[config.mk]
export PLATFORM = sky130hd
export DESIGN_NAME = dmem_arbiter
export DESIGN_NICKNAME = d
export VERILOG_FILES = /design/src/rtl/dmem_arbiter.sv
export SDC_FILE = /design/constraint.sdc
export NUM_CORES = 1
export LEC_CHECK = 0
export ABC_CLOCK_PERIOD_IN_PS = 5400
export BUFFER_PORTS_ARGS = -buffer_cell sky130_fd_sc_hd__buf_2
export CAP_MARGIN = 20
export CORE_AREA = 4 4 118 120
export CTS_BUF_LIST = sky130_fd_sc_hd__clkbuf_4 sky130_fd_sc_hd__clkbuf_8
export DETAILED_ROUTE_END_ITERATION = 10
export DIE_AREA = 0 0 122 124
export RECOVER_POWER = 25
export SLEW_MARGIN = 20
export SYNTH_ARGS = -nofsm -noshare
export SYNTH_HDL_FRONTEND = slang
export SYNTH_SLANG_ARGS = --single-unit
[constraint.sdc]
create_clock -name clk -period 5.4 [get_ports clk]
set_clock_uncertainty 0.1 [all_clocks]
set_input_delay 0.81 -clock clk [delete_from_list [all_inputs] [get_ports clk]]
set_output_delay 0.81 -clock clk [all_outputs]
set_load 0.005 [all_outputs]
[src/rtl/dmem_arbiter.sv]
// dmem_arbiter: data-memory controller for the single-cycle RV32I core.
// Shares one single-port, synchronous-read memory between the core
// load/store path and a DMA/loader port. Handles byte/half/word lane steering,
// load extension and alignment faults. Guarantees DMA forward progress under
// continuous core traffic with a small starvation counter.
module dmem_arbiter #(
    parameter int WIDTH  = 32,
    parameter int ADDR_W = 32
) (
    input  logic              clk,
    input  logic              rst,
    input  logic              core_rd_en,
    input  logic              core_wr_en,
    input  logic [ADDR_W-1:0] core_addr,
    input  logic [WIDTH-1:0]  core_wdata,
    input  logic [2:0]        core_funct3,
    output logic              core_stall,
    output logic              core_done,
    output logic [WIDTH-1:0]  core_rdata,
    output logic              core_fault,
    input  logic              dma_req,
    input  logic              dma_we,
    input  logic [ADDR_W-1:0] dma_addr,
    input  logic [WIDTH-1:0]  dma_wdata,
    output logic              dma_gnt,
    output logic              dma_rvalid,
    output logic [WIDTH-1:0]  dma_rdata,
    output logic              mem_en,
    output logic [3:0]        mem_we,
    output logic [ADDR_W-3:0] mem_addr,
    output logic [WIDTH-1:0]  mem_wdata,
    input  logic [WIDTH-1:0]  mem_rdata
);

    typedef enum logic [1:0] {
        IDLE      = 2'd0,
        CORE_RD   = 2'd1,
        CORE_RESP = 2'd2,
        DMA_RD    = 2'd3
    } state_e;

    state_e           state_q,      state_d;
    logic [1:0]       starve_cnt_q, starve_cnt_d;
    logic [2:0]       ld_funct3_q,  ld_funct3_d;
    logic [1:0]       ld_off_q,     ld_off_d;
    logic             core_done_q,  core_done_d;
    logic             core_fault_q, core_fault_d;
    logic [WIDTH-1:0] core_rdata_q, core_rdata_d;
    logic             dma_rvalid_q, dma_rvalid_d;

    logic             core_req;
    logic             core_load;
    logic             core_store;
    logic             funct_ok;
    logic             align_ok;
    logic             core_bad;
    logic             dma_wins;
    logic             core_wins;
    logic [WIDTH-1:0] ld_lane;
    logic [WIDTH-1:0] ld_data;

    // DMA is always word-aligned; its two byte-offset bits carry no meaning.
    logic unused_dma_lsbs;
    assign unused_dma_lsbs = ^dma_addr[1:0];

    // Decode the core request: legal funct3 for the direction and natural alignment.
    always_comb begin
        // NOTE: every variable gets a default before any branch, so no latch is inferred.
        funct_ok   = 1'b0;
        align_ok   = 1'b0;
        core_req   = core_rd_en | core_wr_en;
        core_load  = core_rd_en & ~core_wr_en;
        core_store = core_wr_en & ~core_rd_en;
        if (core_load) begin
            funct_ok = core_funct3 inside {3'b000, 3'b001, 3'b010, 3'b100, 3'b101};
        end else if (core_store) begin
            funct_ok = core_funct3 inside {3'b000, 3'b001, 3'b010};
        end
        case (core_funct3[1:0])
            2'b00:   align_ok = 1'b1;
            2'b01:   align_ok = ~core_addr[0];
            2'b10:   align_ok = (core_addr[1:0] == 2'b00);
            default: align_ok = 1'b0;
        endcase
        core_bad = ~(funct_ok & align_ok);
    end

    // Arbitration: core wins unless DMA has lost three contended rounds in a row.
    always_comb begin
        dma_wins  = dma_req & (~core_req | (starve_cnt_q == 2'd3));
        core_wins = core_req & ~dma_wins;
    end

    // Shift the addressed lane of the returned word down and extend it.
    always_comb begin
        ld_lane = mem_rdata >> {ld_off_q, 3'b000};
        case (ld_funct3_q)
            3'b000:  ld_data = {{(WIDTH-8){ld_lane[7]}},  ld_lane[7:0]};
            3'b001:  ld_data = {{(WIDTH-16){ld_lane[15]}}, ld_lane[15:0]};
            3'b100:  ld_data = {{(WIDTH-8){1'b0}},        ld_lane[7:0]};
            3'b101:  ld_data = {{(WIDTH-16){1'b0}},       ld_lane[15:0]};
            default: ld_data = ld_lane;
        endcase
    end

    // Next-state, memory strobe and response logic.
    always_comb begin
        state_d      = state_q;
        starve_cnt_d = starve_cnt_q;
        ld_funct3_d  = ld_funct3_q;
        ld_off_d     = ld_off_q;
        core_done_d  = 1'b0;
        core_fault_d = 1'b0;
        core_rdata_d = '0;
        dma_rvalid_d = 1'b0;
        dma_gnt      = 1'b0;
        mem_en       = 1'b0;
        mem_we       = 4'b0000;
        mem_addr     = '0;
        mem_wdata    = '0;

        case (state_q)
            IDLE: begin
                if (core_wins) begin
                    if (dma_req && starve_cnt_q != 2'd3) begin
                        starve_cnt_d = starve_cnt_q + 2'd1;
                    end
                    if (core_bad) begin
                        // Faulting accesses never touch memory.
                        state_d      = CORE_RESP;
                        core_done_d  = 1'b1;
                        core_fault_d = 1'b1;
                    end else if (core_load) begin
                        state_d     = CORE_RD;
                        mem_en      = 1'b1;
                        mem_addr    = core_addr[ADDR_W-1:2];
                        ld_funct3_d = core_funct3;
                        ld_off_d    = core_addr[1:0];
                    end else begin
                        state_d     = CORE_RESP;
                        core_done_d = 1'b1;
                        mem_en      = 1'b1;
                        mem_addr    = core_addr[ADDR_W-1:2];
                        case (core_funct3[1:0])
                            2'b00: begin
                                mem_we    = 4'b0001 << core_addr[1:0];
                                mem_wdata = {4{core_wdata[7:0]}};
                            end
                            2'b01: begin
                                mem_we    = core_addr[1] ? 4'b1100 : 4'b0011;
                                mem_wdata = {2{core_wdata[15:0]}};
                            end
                            default: begin
                                mem_we    = 4'b1111;
                                mem_wdata = core_wdata;
                            end
                        endcase
                    end
                end else if (dma_wins) begin
                    starve_cnt_d = 2'd0;
                    dma_gnt      = 1'b1;
                    mem_en       = 1'b1;
                    mem_addr     = dma_addr[ADDR_W-1:2];
                    if (dma_we) begin
                        mem_we    = 4'b1111;
                        mem_wdata = dma_wdata;
                    end else begin
                        state_d      = DMA_RD;
                        dma_rvalid_d = 1'b1;
                    end
                end
            end
            CORE_RD: begin
                state_d      = CORE_RESP;
                core_done_d  = 1'b1;
                core_rdata_d = ld_data;
            end
            CORE_RESP: state_d = IDLE;
            DMA_RD:    state_d = IDLE;
            default:   state_d = IDLE;
        endcase

        // The strobe and grant must drop in the very cycle reset is sampled.
        if (rst) begin
            dma_gnt   = 1'b0;
            mem_en    = 1'b0;
            mem_we    = 4'b0000;
            mem_addr  = '0;
            mem_wdata = '0;
        end
    end

    // State and registered outputs, synchronous active-high reset.
    always_ff @(posedge clk) begin
        // NOTE: sequential state uses non-blocking assignments so all registers update together.
        if (rst) begin
            state_q      <= IDLE;
            starve_cnt_q <= 2'd0;
            ld_funct3_q  <= 3'b000;
            ld_off_q     <= 2'b00;
            core_done_q  <= 1'b0;
            core_fault_q <= 1'b0;
            core_rdata_q <= '0;
            dma_rvalid_q <= 1'b0;
        end else begin
            state_q      <= state_d;
            starve_cnt_q <= starve_cnt_d;
            ld_funct3_q  <= ld_funct3_d;
            ld_off_q     <= ld_off_d;
            core_done_q  <= core_done_d;
            core_fault_q <= core_fault_d;
            core_rdata_q <= core_rdata_d;
            dma_rvalid_q <= dma_rvalid_d;
        end
    end

    assign core_done  = core_done_q;
    assign core_fault = core_fault_q;
    assign core_rdata = core_rdata_q;
    assign dma_rvalid = dma_rvalid_q;
    // Read data comes straight from the memory in the cycle it is valid.
    assign dma_rdata  = dma_rvalid_q ? mem_rdata : '0;
    assign core_stall = core_req & ~core_done_q;

endmodule

---- After elaboration in Yosys (flattened, before gate mapping) ----
Cells that the tools add are included.
storage, ports and cells
  flip-flop bits (word level) ............. 44
  output and inout port bits .............. 136
cells by class
  $add $sub $neg .......................... 1
  equality and inequality tests ........... 17
  shift-type cells ........................ 2
  multiplexer cells ....................... 50
  bitwise operators ....................... 17
  reductions and logical operators ........ 16
operators with widths
  kind                 count
  $mux 32              8
  $mux 30              5
  $pmux 32 s4          1
  $pmux 32 s2          1
  $mux 4               8
  $shr 32x5->32        1
  $mux 2               8
  $mux 1               15
  $eq 3x3->1 const B   4
  $not 1->1            9
  $eq 2x2->1 const B   4
  $pmux 4 s2           1
  $and 1x1->1          6
  $eq 3x1->1 const B   2
  $logic_not 2->1      3
  $logic_not 3->1      2
  $ne 3x3->1 const B   2
  $pmux 2 s3           1
  $reduce_bool 5->1    1
  $eq 2x1->1 const B   2
  $reduce_and 4->1     1
  $reduce_or 2->1      2
  $reduce_or 4->1      1
  $shl 1x2->4 const A  1
  13 further kinds     14

---- Longest topological paths before layout ----
  depth after elaboration ................. 9
  gate-level depth with buffers ........... 7

---- Worst setup path after synthesis ----
No wires, ideal clock.
  path kind ............................... input -> output
  from .................................... in core_rd_en
  to ...................................... out mem_wdata[10]
  arrival ................................. 2141 ps
  data required time ...................... 4490 ps
  setup slack ............................. 2349 ps
  cell stages on the path ................. 7
  buffers on the path ..................... 3
  cell sequence ........................... clkbuf_2 > nand2b_1 > o22a_4 > or3_1 > buf_6 > buf_12 > a21oi_2
between the ends
  cells in the longest elaborated chain, start to end .. 9
  elaborated cells between the ends (all ways) .. 18
  those cells by class .................... mux (8); bitwise (10)
ends and longest elaborated chain
  item                                             RTL line  RTL
  from (decl)                                      12        input logic core_rd_en,
  $not 1->1 / $or 1x1->1 (equally long branches)   73, 71
  $and 1x1->1 / $not 1->1 (equally long branches)  73, 90
  $mux 1 / $or 1x1->1 (equally long branches)      76, 90
  $mux 1 / $and 1x1->1 (equally long branches)     74, 90
  $and 1x1->1 / $not 1->1 (equally long branches)  -
  $mux 32 / $and 1x1->1 (equally long branches)    128, 91
  $mux 32 (*)                                      124       if (core_wins) begin
  $mux 32 (*)                                      122       case (state_q)
  $mux 32 (*)                                      184       if (rst) begin
  to (decl)                                        31        output logic [WIDTH-1:0] mem_wdata,
Every way passes the cells marked *; elsewhere a longest branch is shown, timed or not.

---- Worst setup path after layout ----
  from .................................... in core_funct3[1]
  to ...................................... out mem_wdata[31]
between the ends
  cells in the longest elaborated chain, start to end .. 9
  elaborated cells between the ends (all ways) .. 20
  those cells by class .................... eq/ne (6); mux (9); bitwise (1); reduce/logical (4)
ends and longest elaborated chain
  item                                RTL line  RTL
  from (decl)                         16        input logic [2:0] core_funct3,
  $eq 3x1->1 (tied with other cells)  75, 77
  $reduce_bool 3->1                   77        funct_ok = core_funct3 inside {3'b000, 3'b001, 3'b010};
  $mux 1                              76        end else if (core_store) begin
  $mux 1                              74        if (core_load) begin
  $and 1x1->1                         85        core_bad = ~(funct_ok & align_ok);
  $mux 32 (*)                         128       if (core_bad) begin
  $mux 32 (*)                         124
  $mux 32 (*)                         122
  $mux 32 (*)                         184
Marked as above.

==> run_results.csv <==
group,metric,value,unit
pwr,power_density,166,mW/mm^2
timing,timing.slew.headroom,-0.0126,
cts,post_cts.repair.setup_buffers,0,
grt,grt_pass1_vias,4311,
timing,tns,0,ns
route,vias,4526,
job,drv_cap,1,
synth,postSynth.asyncResetShare,0,
timing,finalHoldViolCount,0,
route,viasPerCell,5.01,
cts,cts_root_buffer,"clkbuf_8",
worst_setup_path,path_max_fanout,33,
finish,nNetsFinal,898,
synth,synth_seq_cells,44,
pwr,p_leak,2.60,nW
synth,synth-seq-area-share,0.240,
synth,synth_top_area_frac,0.240,
cts,cts.repair.resized,0,
timing,setup_viol,0,
route,drcViolationCount,0,
run_status,violations,"capacitance limit, slew limit",
route,post_drt_wl_per_cell,17.3,um
worst_setup_path,arrival,2.96,ns
cts,cts_inserted_buffers,5,
synth,yosysWarnings,0,
timing,fin_crit_sh,0.717,
min_path,whs_path_depth,2,
synth,syn-num-nets,626,
grt,grt_pass1_wl,23100,um
cts,cts_max_level,2,
floorplanning,io_pins,305,
pwr,ir_drop,0.108,mV
timing,grt_setup_unrepaired,"false",
synth,synth_cell_types,50,
floorplanning,die_h,124,um
route,ant_nets,0,
synth,syn_area,0.00368,sq mm
route,wl,15600,um
worst_setup_path,critPathKind,"input pin to output port",
cts,cts_hold_buf,0,
route,drt_pre_antenna_iters,5,
floorplanning,rows,42,
synth,synth_ff_type,"dfxtp_1",
timing,worst_pin_slew,1.52,ns
timing,fmax,0.258,GHz
route,drt_iter0_markers,313,
min_path,hold_path_end,"ld_off_q[0]$_SDFFE_PP0P_",
grt,grt_use_total,0.193,
synth,synthesis.instances,456,
min_path,worstHoldStart,"ld_off_q[0]$_SDFFE_PP0P_",
worst_setup_path,r2r_cells,5,
grt,overflow,0,
worst_setup_path,end_kind,"output port",
floorplanning,die_w,122,um
place,port-buffer-count,302,
min_path,hp-class,"flip-flop to flip-flop",
synth,yosysTopAreaCell,"dfxtp_1",
floorplanning,dieArea,0.0151,sq mm
cts,clockBufferDepth,2,
finish,fillers,1424,
synth,ys_top_cells_by_area,"dfxtp_1 (24%), mux2_2 (7.7%), a21oi_2 (7.1%)",
worst_setup_path,r2r-end,"core_rdata[24]$_SDFF_PP0_",
worst_setup_path,worstPathRequired,4.49,ns
grt,grt_max_degree,40,
cts,worstSkewPairLatency,0.29,ns
finish,syn_to_final_growth,45.2,%
cts,cts_tree,"yes",
timing,layout_min_cycle_time,3.87,ns
floorplanning,coreArea,0.0130,sq mm
grt,grt_antenna_before_repair,0,
cts,numClockSinks,44,
timing,hold_slack,0.381,ns
synth,syn_area_per_cell,8.06,sq um
synth,synth_edf_count,0,
place,dpl.hpwl,12400,um
worst_setup_path,r2r_slack,3.03,ns
pwr,p_total,0.884,mW
timing,drv_slew,33,
floorplanning,start_util,0.283,
finish,drive_gt1_frac,0.493,
place,gp_congestion,0.783,
run_status,status,"finished, violations left",
worst_setup_path,reg2reg_from,"ld_off_q[1]$_SDFFE_PP0P_",
finish,antenna_cells,0,
worst_setup_path,startpoint_type,"input pin",
cts,clk_pin_slew,0.09,ns
[sequential cells by signal (all words and copies together), names as in the netlist]
| name | count |
|---|---|
| starve_cnt_q | 2 |
| core_rdata | 32 |
| core_done | 1 |
| ld_off_q | 2 |
| dma_rvalid | 1 |
| ld_funct3_q | 3 |
| state_q | 2 |
| core_fault | 1 |
[critical path, cell delays in order]
cell	delay, ns
buf_2	0.48
a21oi_1	0.09
a21oi_1	0.50
or3_2	0.30
buf_4	0.47
a21oi_1	0.13
buf_2	0.15
[stage by stage]
stage	setup WS [ns]	area, sq um	instances	utilization
2_1_floorplan	2.35	3680	456	-
5_1_grt	1.29	5340	904	0.411
3_3_place_gp	1.59	5250	897	0.404
6_report	1.53	5340	904	0.411
4_1_cts	1.53	5370	904	0.414
3_5_place_dp	1.52	5250	897	0.404
[cell usage in the layout, fill, tap and decap left out, types with 2 or more instances in the layout]
master,netlist,routed
a211oi_1,14,14
a21oi_1,41,41
a21oi_2,30,30
a22o_1,30,30
a22oi_1,28,28
and2_1,39,39
and3_1,8,8
buf_2,11,277
buf_4,0,9
bufinv_16,0,2
clkbuf_1,27,25
clkbuf_8,0,5
dfxtp_1,44,44
inv_1,6,6
mux2_2,25,25
mux2i_1,19,19
nand2_1,32,32
nand2b_1,5,5
nor2_1,18,18
nor2b_1,11,11
nor3_1,3,2
nor3_2,1,2
nor4_1,3,3
nor4b_1,2,2
o21ai_0,21,21
o311ai_0,2,2
o41ai_1,2,2
or2_2,2,2
or3_1,3,2
[synthesized netlist by cell type (all sizes together), types with 2 or more instances]
| cell | instances |
|---|---|
| a211oi | 14 |
| a21boi | 2 |
| a21oi | 71 |
| a22o | 30 |
| a22oi | 28 |
| and2 | 39 |
| and3 | 8 |
| buf | 19 |
| clkbuf | 28 |
| dfxtp | 44 |
| inv | 6 |
| mux2 | 25 |
| mux2i | 19 |
| nand2 | 32 |
| nand2b | 5 |
| nor2 | 18 |
| nor2b | 11 |
| nor3 | 5 |
| nor4 | 3 |
| nor4b | 2 |
| o21ai | 21 |
| o311ai | 2 |
| o41ai | 2 |
| or2 | 2 |
| or3 | 3 |
[metal layers]
metal,vias to the layer above,share of wire,track usage
met5,-,0,0
met2,221,0.49,0.354
li1,2218,-,-
met3,24,0.094,0.0409
met4,0,0.024,0.0609
met1,2063,0.40,0.225
[worst max path at each step]
stage	from	endpoint	slack (ns)
after floorplan	core_rd_en	mem_wdata[10]	2.35
after global placement	core_funct3[1]	mem_wdata[31]	1.59
after detailed placement	core_funct3[1]	mem_wdata[31]	1.52
after CTS	core_funct3[1]	mem_wdata[31]	1.53
after global routing	core_funct3[1]	mem_wdata[0]	1.29
final	core_funct3[1]	mem_wdata[31]	1.53
[cell families after synthesis]
logic type	synth area share
XOR/XNOR	0.00238
adder cells (fa/ha/maj)	0.00340
AND/OR/NAND/NOR	0.199
multiplexers	0.128
flip-flops	0.240
buffers and inverters	0.0735
AO/OA/AOI/OAI	0.353
[final cells by class]
cell class	instances	area [sq um]	area share
multi-input cells	359	2530	0.475
repair buffers	312	1550	0.291
flip-flops and latches	44	881	0.165
well taps	176	220	0.0412
clock buffers	5	68.8	0.0129
clock inverters	2	60.1	0.0112
inverters	6	22.5	0.00422
[where the power goes]
part	internal (mW)	switching, mW	total [mW]
clock network	0.182	0.121	0.304
logic	0.114	0.129	0.243
registers	0.332	0.00560	0.338
total	0.628	0.256	0.884
Power figures use the tool's default switching activity.
